<file path="config.mk">
export PLATFORM = sky130hd
export DESIGN_NAME = uart_rx_fifo
export DESIGN_NICKNAME = d
export VERILOG_FILES = /design/src/rtl/zx_io_pkg.sv /design/src/rtl/fifo_sync.sv /design/src/rtl/uart_rx_fifo.sv
export SDC_FILE = /design/constraint.sdc
export NUM_CORES = 1
export LEC_CHECK = 0
export BUFFER_PORTS_ARGS = -buffer_cell sky130_fd_sc_hd__buf_4
export CAP_MARGIN = 20
export CORE_MARGIN = 5
export CORE_UTILIZATION = 36
export DETAILED_ROUTE_END_ITERATION = 6
export PLACE_DENSITY = 0.58
export RECOVER_POWER = 25
export SYNTH_ARGS = -nofsm -noshare
export SYNTH_HDL_FRONTEND = slang
export SYNTH_HIERARCHICAL = 1
export SYNTH_SLANG_ARGS = --single-unit
</file>
<file path="constraint.sdc">
create_clock -name sys_clk_i -period 3.15 [get_ports sys_clk_i]
set_input_delay 0.63 -clock sys_clk_i [delete_from_list [all_inputs] [get_ports sys_clk_i]]
set_output_delay 0.63 -clock sys_clk_i [all_outputs]
set_load 0.01 [all_outputs]
</file>
<file path="src/rtl/zx_io_pkg.sv">
// Shared J1 I/O map for the ZX platform: port addresses, UART status bit
// positions, control bits and the UART capture-FSM state type.
package zx_io_pkg;

    localparam logic [15:0] IO_UART_DATA = 16'hF000;
    localparam logic [15:0] IO_UART_STAT = 16'hF001;
    localparam logic [15:0] IO_BORDER    = 16'hF002;
    localparam logic [15:0] IO_TIMER_LO  = 16'hF003;
    localparam logic [15:0] IO_TIMER_HI  = 16'hF004;
    localparam logic [15:0] IO_LINE      = 16'hF005;

    localparam int ST_NOT_EMPTY = 0;
    localparam int ST_FULL      = 1;
    localparam int ST_OVF       = 2;
    localparam int ST_COUNT_LSB = 3;

    localparam int CTL_CLR_OVF  = 2;
    localparam int CTL_FLUSH    = 7;

    typedef enum logic [1:0] {
        CAP_IDLE = 2'd0,
        CAP_ACK  = 2'd1,
        CAP_WAIT = 2'd2
    } cap_state_e;

endpackage

</file>
<file path="src/rtl/fifo_sync.sv">
// Single-clock DEPTH x WIDTH FIFO with push/pop/flush and occupancy count.
// Storage is never reset; only pointers and count are.
module fifo_sync #(
    parameter int DEPTH = 16,
    parameter int WIDTH = 8
) (
    input  logic                     i_clk,
    input  logic                     i_rst,
    input  logic                     i_push,
    input  logic                     i_pop,
    input  logic                     i_flush,
    input  logic [WIDTH-1:0]         i_din,
    output logic [WIDTH-1:0]         o_dout,
    output logic [$clog2(DEPTH):0]   o_count,
    output logic                     o_full,
    output logic                     o_empty
);
    localparam int AW = $clog2(DEPTH);
    localparam logic [AW:0] FULL_CNT = (AW+1)'(DEPTH);

    logic [WIDTH-1:0] r_mem [DEPTH];
    logic [AW-1:0]    r_wr_ptr;
    logic [AW-1:0]    r_rd_ptr;
    logic [AW:0]      r_count;
    logic             w_push;
    logic             w_pop;

    assign o_empty = (r_count == '0);
    assign o_full  = (r_count == FULL_CNT);
    assign o_count = r_count;
    assign o_dout  = r_mem[r_rd_ptr];

    // A push into a full FIFO is legal when the head leaves in the same cycle.
    assign w_pop  = i_pop & ~o_empty;
    assign w_push = i_push & (~o_full | w_pop);

    always_ff @(posedge i_clk) begin
        if (w_push && !i_flush) begin
            r_mem[r_wr_ptr] <= i_din;
        end
    end

    always_ff @(posedge i_clk) begin
        if (i_rst || i_flush) begin
            r_wr_ptr <= '0;
            r_rd_ptr <= '0;
            r_count  <= '0;
        end else begin
            if (w_push) r_wr_ptr <= r_wr_ptr + 1'b1;
            if (w_pop)  r_rd_ptr <= r_rd_ptr + 1'b1;
            case ({w_push, w_pop})
                2'b10:   r_count <= r_count + 1'b1;
                2'b01:   r_count <= r_count - 1'b1;
                default: r_count <= r_count;
            endcase
        end
    end

endmodule

</file>
<file path="src/rtl/uart_rx_fifo.sv">
// UART receive capture into a FIFO, exposed on the J1 I/O bus (data + status).
// Define UART_RX_FIFO_OVFCNT_EN to add a saturating dropped-byte counter at BASE_ADDR+2.
module uart_rx_fifo
    import zx_io_pkg::*;
#(
    parameter int          DEPTH     = 16,
    parameter logic [15:0] BASE_ADDR = IO_UART_DATA
) (
    input  logic        sys_clk_i,
    input  logic        sys_rst_i,
    input  logic [7:0]  rx_dat_i,
    input  logic        rx_valid_i,
    output logic        rx_ack_o,
    input  logic        io_rd_i,
    input  logic        io_wr_i,
    input  logic [15:0] io_addr_i,
    input  logic [15:0] io_din_i,
    output logic [15:0] io_dout_o,
    output logic        hit_o
);
    localparam int CW = $clog2(DEPTH) + 1;
    localparam logic [15:0] STAT_ADDR = BASE_ADDR + 16'd1;

    cap_state_e    r_state;
    cap_state_e    w_state_nxt;
    logic          w_ack_st;
    logic          w_sel_data;
    logic          w_sel_stat;
    logic          w_pop;
    logic          w_drop;
    logic          w_clr_ovf;
    logic          w_flush;
    logic          w_full;
    logic          w_empty;
    logic          r_ovf;
    logic [7:0]    w_head;
    logic [CW-1:0] w_count;
    logic [15:0]   w_status;
    logic          w_unused_din;

    always_ff @(posedge sys_clk_i) begin
        if (sys_rst_i) r_state <= CAP_IDLE;
        else           r_state <= w_state_nxt;
    end

    always_comb begin
        w_state_nxt = r_state;
        w_ack_st    = 1'b0;
        case (r_state)
            CAP_IDLE: if (rx_valid_i) w_state_nxt = CAP_ACK;
            CAP_ACK: begin
                w_ack_st    = 1'b1;
                w_state_nxt = CAP_WAIT;
            end
            CAP_WAIT: if (!rx_valid_i) w_state_nxt = CAP_IDLE;
            default:  w_state_nxt = CAP_IDLE;
        endcase
    end

    // Masked by reset so an abandoned ACK never releases the UART's byte.
    assign rx_ack_o = w_ack_st & ~sys_rst_i;

    assign w_sel_data = (io_addr_i == BASE_ADDR);
    assign w_sel_stat = (io_addr_i == STAT_ADDR);
    assign w_pop      = io_rd_i & w_sel_data & ~w_empty;
    assign w_drop     = rx_ack_o & w_full & ~w_pop;
    assign w_clr_ovf  = io_wr_i & w_sel_stat & io_din_i[CTL_CLR_OVF];
    assign w_flush    = io_wr_i & w_sel_stat & io_din_i[CTL_FLUSH];
    assign w_unused_din = &{1'b0, io_din_i[15:8], io_din_i[6:3], io_din_i[1:0]};

    fifo_sync #(
        .DEPTH (DEPTH),
        .WIDTH (8)
    ) u_fifo (
        .i_clk   (sys_clk_i),
        .i_rst   (sys_rst_i),
        .i_push  (rx_ack_o),
        .i_pop   (w_pop),
        .i_flush (w_flush),
        .i_din   (rx_dat_i),
        .o_dout  (w_head),
        .o_count (w_count),
        .o_full  (w_full),
        .o_empty (w_empty)
    );

    // A drop in the same cycle as a clear leaves ovf set so the event is not lost.
    always_ff @(posedge sys_clk_i) begin
        if (sys_rst_i) r_ovf <= 1'b0;
        else           r_ovf <= (r_ovf & ~w_clr_ovf) | w_drop;
    end

    always_comb begin
        w_status = '0;
        w_status[ST_NOT_EMPTY]           = ~w_empty;
        w_status[ST_FULL]                = w_full;
        w_status[ST_OVF]                 = r_ovf;
        w_status[ST_COUNT_LSB +: CW]     = w_count;
    end

`ifdef UART_RX_FIFO_OVFCNT_EN
    localparam logic [15:0] OCNT_ADDR = BASE_ADDR + 16'd2;

    logic        w_sel_ocnt;
    logic [15:0] r_ocnt;

    assign w_sel_ocnt = (io_addr_i == OCNT_ADDR);
    assign hit_o      = w_sel_data | w_sel_stat | w_sel_ocnt;

    always_ff @(posedge sys_clk_i) begin
        if (sys_rst_i || (io_wr_i && w_sel_ocnt)) r_ocnt <= '0;
        else if (w_drop && (r_ocnt != 16'hFFFF))  r_ocnt <= r_ocnt + 16'd1;
    end
`else
    assign hit_o = w_sel_data | w_sel_stat;
`endif

    always_comb begin
        io_dout_o = '0;
        if (w_sel_data)      io_dout_o = w_empty ? 16'h0000 : {8'h00, w_head};
        else if (w_sel_stat) io_dout_o = w_status;
`ifdef UART_RX_FIFO_OVFCNT_EN
        else if (w_sel_ocnt) io_dout_o = r_ocnt;
`endif
    end

endmodule

</file>
Word-level counts from Yosys, hierarchy flattened
Memories as Yosys holds them, arrays and structs flattened. A register that Yosys moved wholly into a read port is not among the register bits. Index checks and enable logic that the tools add are counted.

Bits in registers: 16. Bits in writable memories: 128. Input bits: 45. Output and inout bits: 18. Logic and storage cells: 57. Memories: 1.

Memories: u_fifo.r_mem (words 16, width 8, rd ports 1, clocked after memory_dff 1, wr ports 1, line fifo_sync.sv:21) `logic [WIDTH-1:0] r_mem [DEPTH];`.

Add/subtract/negate cells: 4. Equal/unequal tests: 9. Muxes and demuxes: 12. Bitwise gates (word level): 19. Reductions and logical operators: 7.

Operators with widths (number): $eq 16x16->1 const B (2); $mux 8 (3); $and 1x1->1 (11); $pmux 5 s2 (1); $add 4x1->4 const B (2); $mux 4 (2); $pmux 2 s3 (1); $add 5x1->5 const B (1); $eq 5x5->1 const B (1); $logic_not 5->1 (1); $not 1->1 (5); $sub 5x1->5 const B (1); $eq 2x1->1 const B (2); $eq 2x2->1 const B (2); $mux 2 (2); $ne 2x2->1 const B (2); $mux 1 (3); $or 1x1->1 (3); $logic_not 2->1 (1); $reduce_and 2->1 (1); $reduce_bool 2->1 (1); $logic_and 1x1->1 (1); $logic_not 1->1 (1); $logic_or 1x1->1 (1).

Longest topological paths before layout
Depth in word-level cells: 9. Gate-level depth with buffers: 12. Gate-level depth less buffers: 11.

Cells and area by module
The synthesis kept the hierarchy.

Modules (own cells, without submodules): fifo_sync (instances 1, cells each 332, area each 5865.6 um2, seq. area each 4184.0 um2); uart_rx_fifo (instances 1, cells each 42, area each 410.4 um2, seq. area each 60.1 um2).

Least setup slack after synthesis
OpenSTA, ideal clock, no wires.

Path type: input -> register. Start point: input io_addr_i[9]. End point: register u_fifo.r_count[4] (netlist: u_fifo/o_count[4]). Library setup time: 0.130 ns. Arrival time: 2.988 ns. Required time: 3.020 ns. Path slack: 0.031 ns. Stages: 10. Path buffers: 0. Cell sequence: nor4b_4 > nand4_4 > nor4b_4 > nor2b_1 > o21ai_4 > fa_1 > nand2b_1 > a21o_1 > a311oi_1 > nand3_1.

Longest elaborated chain between the ends: 8. Elaborated cells on any way between the ends: 14. Classes of those cells: eq/ne: 4; mux: 1; bitwise: 7; reduce/logical: 2.

RTL lines: start: declaration (line uart_rx_fifo.sv:16) `input logic [15:0] io_addr_i,`; $eq 16x16->1 (*) (line uart_rx_fifo.sv:63) `assign w_sel_data = (io_addr_i == BASE_ADDR);`; $and 1x1->1 (*) (2 in a row) (line uart_rx_fifo.sv:65) `assign w_pop = io_rd_i & w_sel_data & ~w_empty;`; via w_pop (line uart_rx_fifo.sv:29) `logic w_pop;`; $and 1x1->1 (*) (line fifo_sync.sv:34) `assign w_pop = i_pop & ~o_empty;`; $or 1x1->1 (line fifo_sync.sv:35) `assign w_push = i_push & (~o_full | w_pop);`; $and 1x1->1 (line fifo_sync.sv:35); $eq 2x1->1 / $eq 2x2->1 (equally long branches) (line fifo_sync.sv:51) `case ({w_push, w_pop})`; $pmux 5 s2 / $reduce_bool 2->1 (equally long branches); end signal: assignment (line fifo_sync.sv:52) `2'b10: r_count <= r_count + 1'b1;`; end signal: assignment (line fifo_sync.sv:53) `2'b01: r_count <= r_count - 1'b1;`; end signal: assignment (line fifo_sync.sv:54) `default: r_count <= r_count;`; end: declaration (line fifo_sync.sv:24) `logic [AW:0] r_count;`.

Mark *: on every way through the listed nets, which the timed path passes. The rest lies on a longest branch. A chain may end at the register's enable or synchronous reset.

==> metrics.md <==
| Metric | Value |
|---|---|
| Area enclosed by the die boundary | 0.0202 mm² |
| Synth cell count leaders | sky130_fd_sc_hd__edfxtp_1, sky130_fd_sc_hd__nor2_1, sky130_fd_sc_hd__mux4_2 |
| Library cell used as clock root buffer | sky130_fd_sc_hd__clkbuf_16 |
| Height of the die | around 140 µm |
| H-tree lvl count | 4 |
| 1st-iter DRT viols | 236 |
| Warning count from the yosys run | 6 |
| CP startpoint kind | flop |
| Cells traversed along the worst timing path | buf_12, mux4_2, a22oi_1, nand2_1, nor2_1, nor3_1, buf_4 |
| Most area-hungry cell type in the Yosys netlist | sky130_fd_sc_hd__edfxtp_1 |
| Clock tree from TritonCTS | built |
| Overall die width | 142 µm |
| Starting density of the core | 36.5% |
| Post-CTS clock slew at the launch and capture registers of the worst setup and hold paths | approximately 0.06 ns |
| Share of final-layout standard cells stronger than drive strength 1 | 31.0% |
| HP Class | primary input to flop |
| RSZ-0062 raised after global routing | no |
| Core footprint | 0.0172 mm² |
| Relative contribution of sequential cells to total power | 51.6% |
| Largest fanout on the critical path | 16 |
| Crit-path slowest cell | sky130_fd_sc_hd__mux4_2 |
| TritonCTS buffer count | 17 |
| Hold Buf Count CTS | 0 |
| IO Count | 63 |
| Slew at the pin with the worst max-slew slack | 0.741 ns |
| Layout Nets | 500 |
| Hpwl dp | 8.54 mm |
| First-pass iteration count of the detailed router | 4 |
| Synth area leaders | sky130_fd_sc_hd__edfxtp_1, sky130_fd_sc_hd__mux4_2, sky130_fd_sc_hd__dfxtp_1 |
| Layout Cells excl Fill | 683 |
| Clock network fraction of total power | 45.5% |
| Proportion of netlist area held by the largest area contributor | 61.2% |
| Synthesized instance count | between 300 and 400 |
| Total setup violations reported at the end of the flow | 0 |
| Post-synthesis async set-or-reset flop share | 0% |
| Number of pins with negative max-slew slack in the final report | 0 |
| Number of placement rows | 48 |
| Data arrival at the endpoint of the critical path | about 2.4 ns |
| Cell area after technology mapping | 0.00628 mm² |
| Average wire per cell in the routed design | around 19 µm |
| Leftover overflow at the end of global routing | 0 |
| Largest net degree at the start of global routing | 33 |
| Total routing usage reported by global routing | a little over an eighth |
| Placed Instances | approximately 650 |
| Total power | 4.15 mW |
| Synth cell types | 59 |
| Worst-case headroom to the max-slew limit | 50.5% |
| Design internal power | 3.27 mW |
| Total via count after detailed routing | between 3000 and 4000 |
| Latest clock arrival within the worst-skew pair | between 0.4 and 0.5 ns |
| Worst IR drop on VDD | 334 µV |
| Number of synthesized flops with an enable pin | 128 |
| Switching power | 874 µW |
| Post-detailed-route via-to-cell ratio | 5.10 |
| Initial antenna violation count | 0 |
| Total number of clock tree sinks | about 150 |
| Relative contribution of combinational cells to total power | 2.9% |
| Global-route wire length before repair | 20.3 mm |
| Worst-case clock skew | 0.0162 ns |
| Result of the run | finished, final reports clean |
| Final Core Density | 43.9% |
| Final weighted congestion of routability-driven global placement | 0.791 |
| Area added between synthesis and finish | 20.2% |
| Number of storage elements in the synthesis netlist | 148 |
| Crit path time final | around 3.0 ns |
| Quantity of I/O buffers inserted on ports | 40 |
| Share of the yosys chip area belonging to registers | 67.6% |
| Category of the most critical setup path | flop to output pin |
| Critical Path End Type | output pin |
| Bufs and invs on worst path | 2 |
| Antenna diode count | 0 |
| Maximum root-to-sink buffer count | 2 |
| Pre-CTS setup slack | -0.0106 ns |
| Top_reg_cell synth | sky130_fd_sc_hd__edfxtp_1 |
| Fmax | 0.330 GHz |
| Vias in the first global route | 3545 |
| Remaining design rule violation count | 0 |
| Final critical-path setup slack | 0.119 ns |
| Static power due to leakage | 2.56 nW |
| CP top delay family | multiplexers |
| Total wire length | 13.0 mm |
| Max cap viols | 0 |
| Share of total power consumed by net switching | 21.1% |
| Maximum single-stage delay on the critical path | 0.52 ns |
| Data required time at the worst endpoint | approximately 2.5 ns |
| Number of endpoints with negative hold slack in the final report | 0 |
| Post-route antenna net violation count | 0 |
| Power per standard cell area | 550 mW/mm² |
| Per-instance average area after synthesis | 16.8 µm² |
| Most numerous cell in the Yosys netlist | sky130_fd_sc_hd__edfxtp_1 |
| Share of the clock period used by the worst path after layout | a little over nine tenths |
[cells by family after synthesis]
family	count (synthesis)	synth area share, %
flops	148	67.6
other cells	1	0.0598
simple gates	96	9.15
buf+inv	31	2.53
fa+ha+maj	9	1.91
mux	36	12.1
xor+xnor	6	0.837
compound gates	47	5.74
[state kept, by name, summed over array words and instances, names as in the netlist, named ones only]
| register | cells |
|---|---|
| u_fifo/r_mem | 128 |
| u_fifo/o_count | 5 |
| u_fifo/r_rd_ptr | 4 |
| u_fifo/r_wr_ptr | 4 |
| r_state | 2 |
| r_ovf | 1 |
[worst paths after layout]
check,slack [ns],from,endpoint,cells past startpoint
hold / removal,0.45,sys_rst_i,r_state[1],2
setup / recovery,0.12,flop,io_dout_o[0],7
setup reg to reg,0.21,u_fifo/o_count[0],u_fifo/o_count[4],12
hold reg to reg,0.45,r_state[0],r_state[0],1
[area by class of cell]
class                      count  area, µm²
multi-input combinational    202       1900
timing repair buffer          68        523
clock inverter                13        125
inverter                       9       33.8
tap                          225        282
fill                        1541       9630
clock buffer                  18        429
sequential                   148       4250
[power by group through the flow]
stage	logic, mW	clock network (mW)	registers [mW]
floorplan	0.0626	0	2.18
global placement	0.121	0	2.18
detailed placement	0.126	0	2.18
CTS	0.126	1.93	2.14
global route	0.133	2.03	2.14
finish	0.120	1.89	2.14
[per-stage QoR]
| step | setup TNS [ns] | hold slack [ns] | area, µm² |
|---|---|---|---|
| after floorplan | 0 | 0.426 | 6300 |
| after global placement | 0 | 0.441 | 6990 |
| after detailed placement | -0.0106 | 0.453 | 6990 |
| after CTS | 0 | 0.432 | 7540 |
| after global routing | 0 | 0.439 | 7540 |
| final | 0 | 0.455 | 7540 |
[timing repair]
item,4_1_cts,5_1_grt
resized for setup,0,1
setup endpoints to repair,0,4
buffers inserted,0,0
[cells in the final DEF (no fill, tap or decap), drive strengths merged, types with 7 or more instances in the layout]
cell type,count
edfxtp,128
buf,59
nor2,38
mux4,32
clkbuf,27
dfxtp,20
nand2,17
a22oi,16
inv,14
conb,8
ha,8
a22o,7
o21ai,7
[layer usage]
metal  vias up  part of all wire (%)  GRT usage (%)
li1       1607                     -              -
met2        86                    49           21.1
met1      1787                    45           18.4
met5         -                     0              0
met3         6                   4.9           3.80
met4         0                   1.1           3.94
Power figures use the tool's default switching activity.
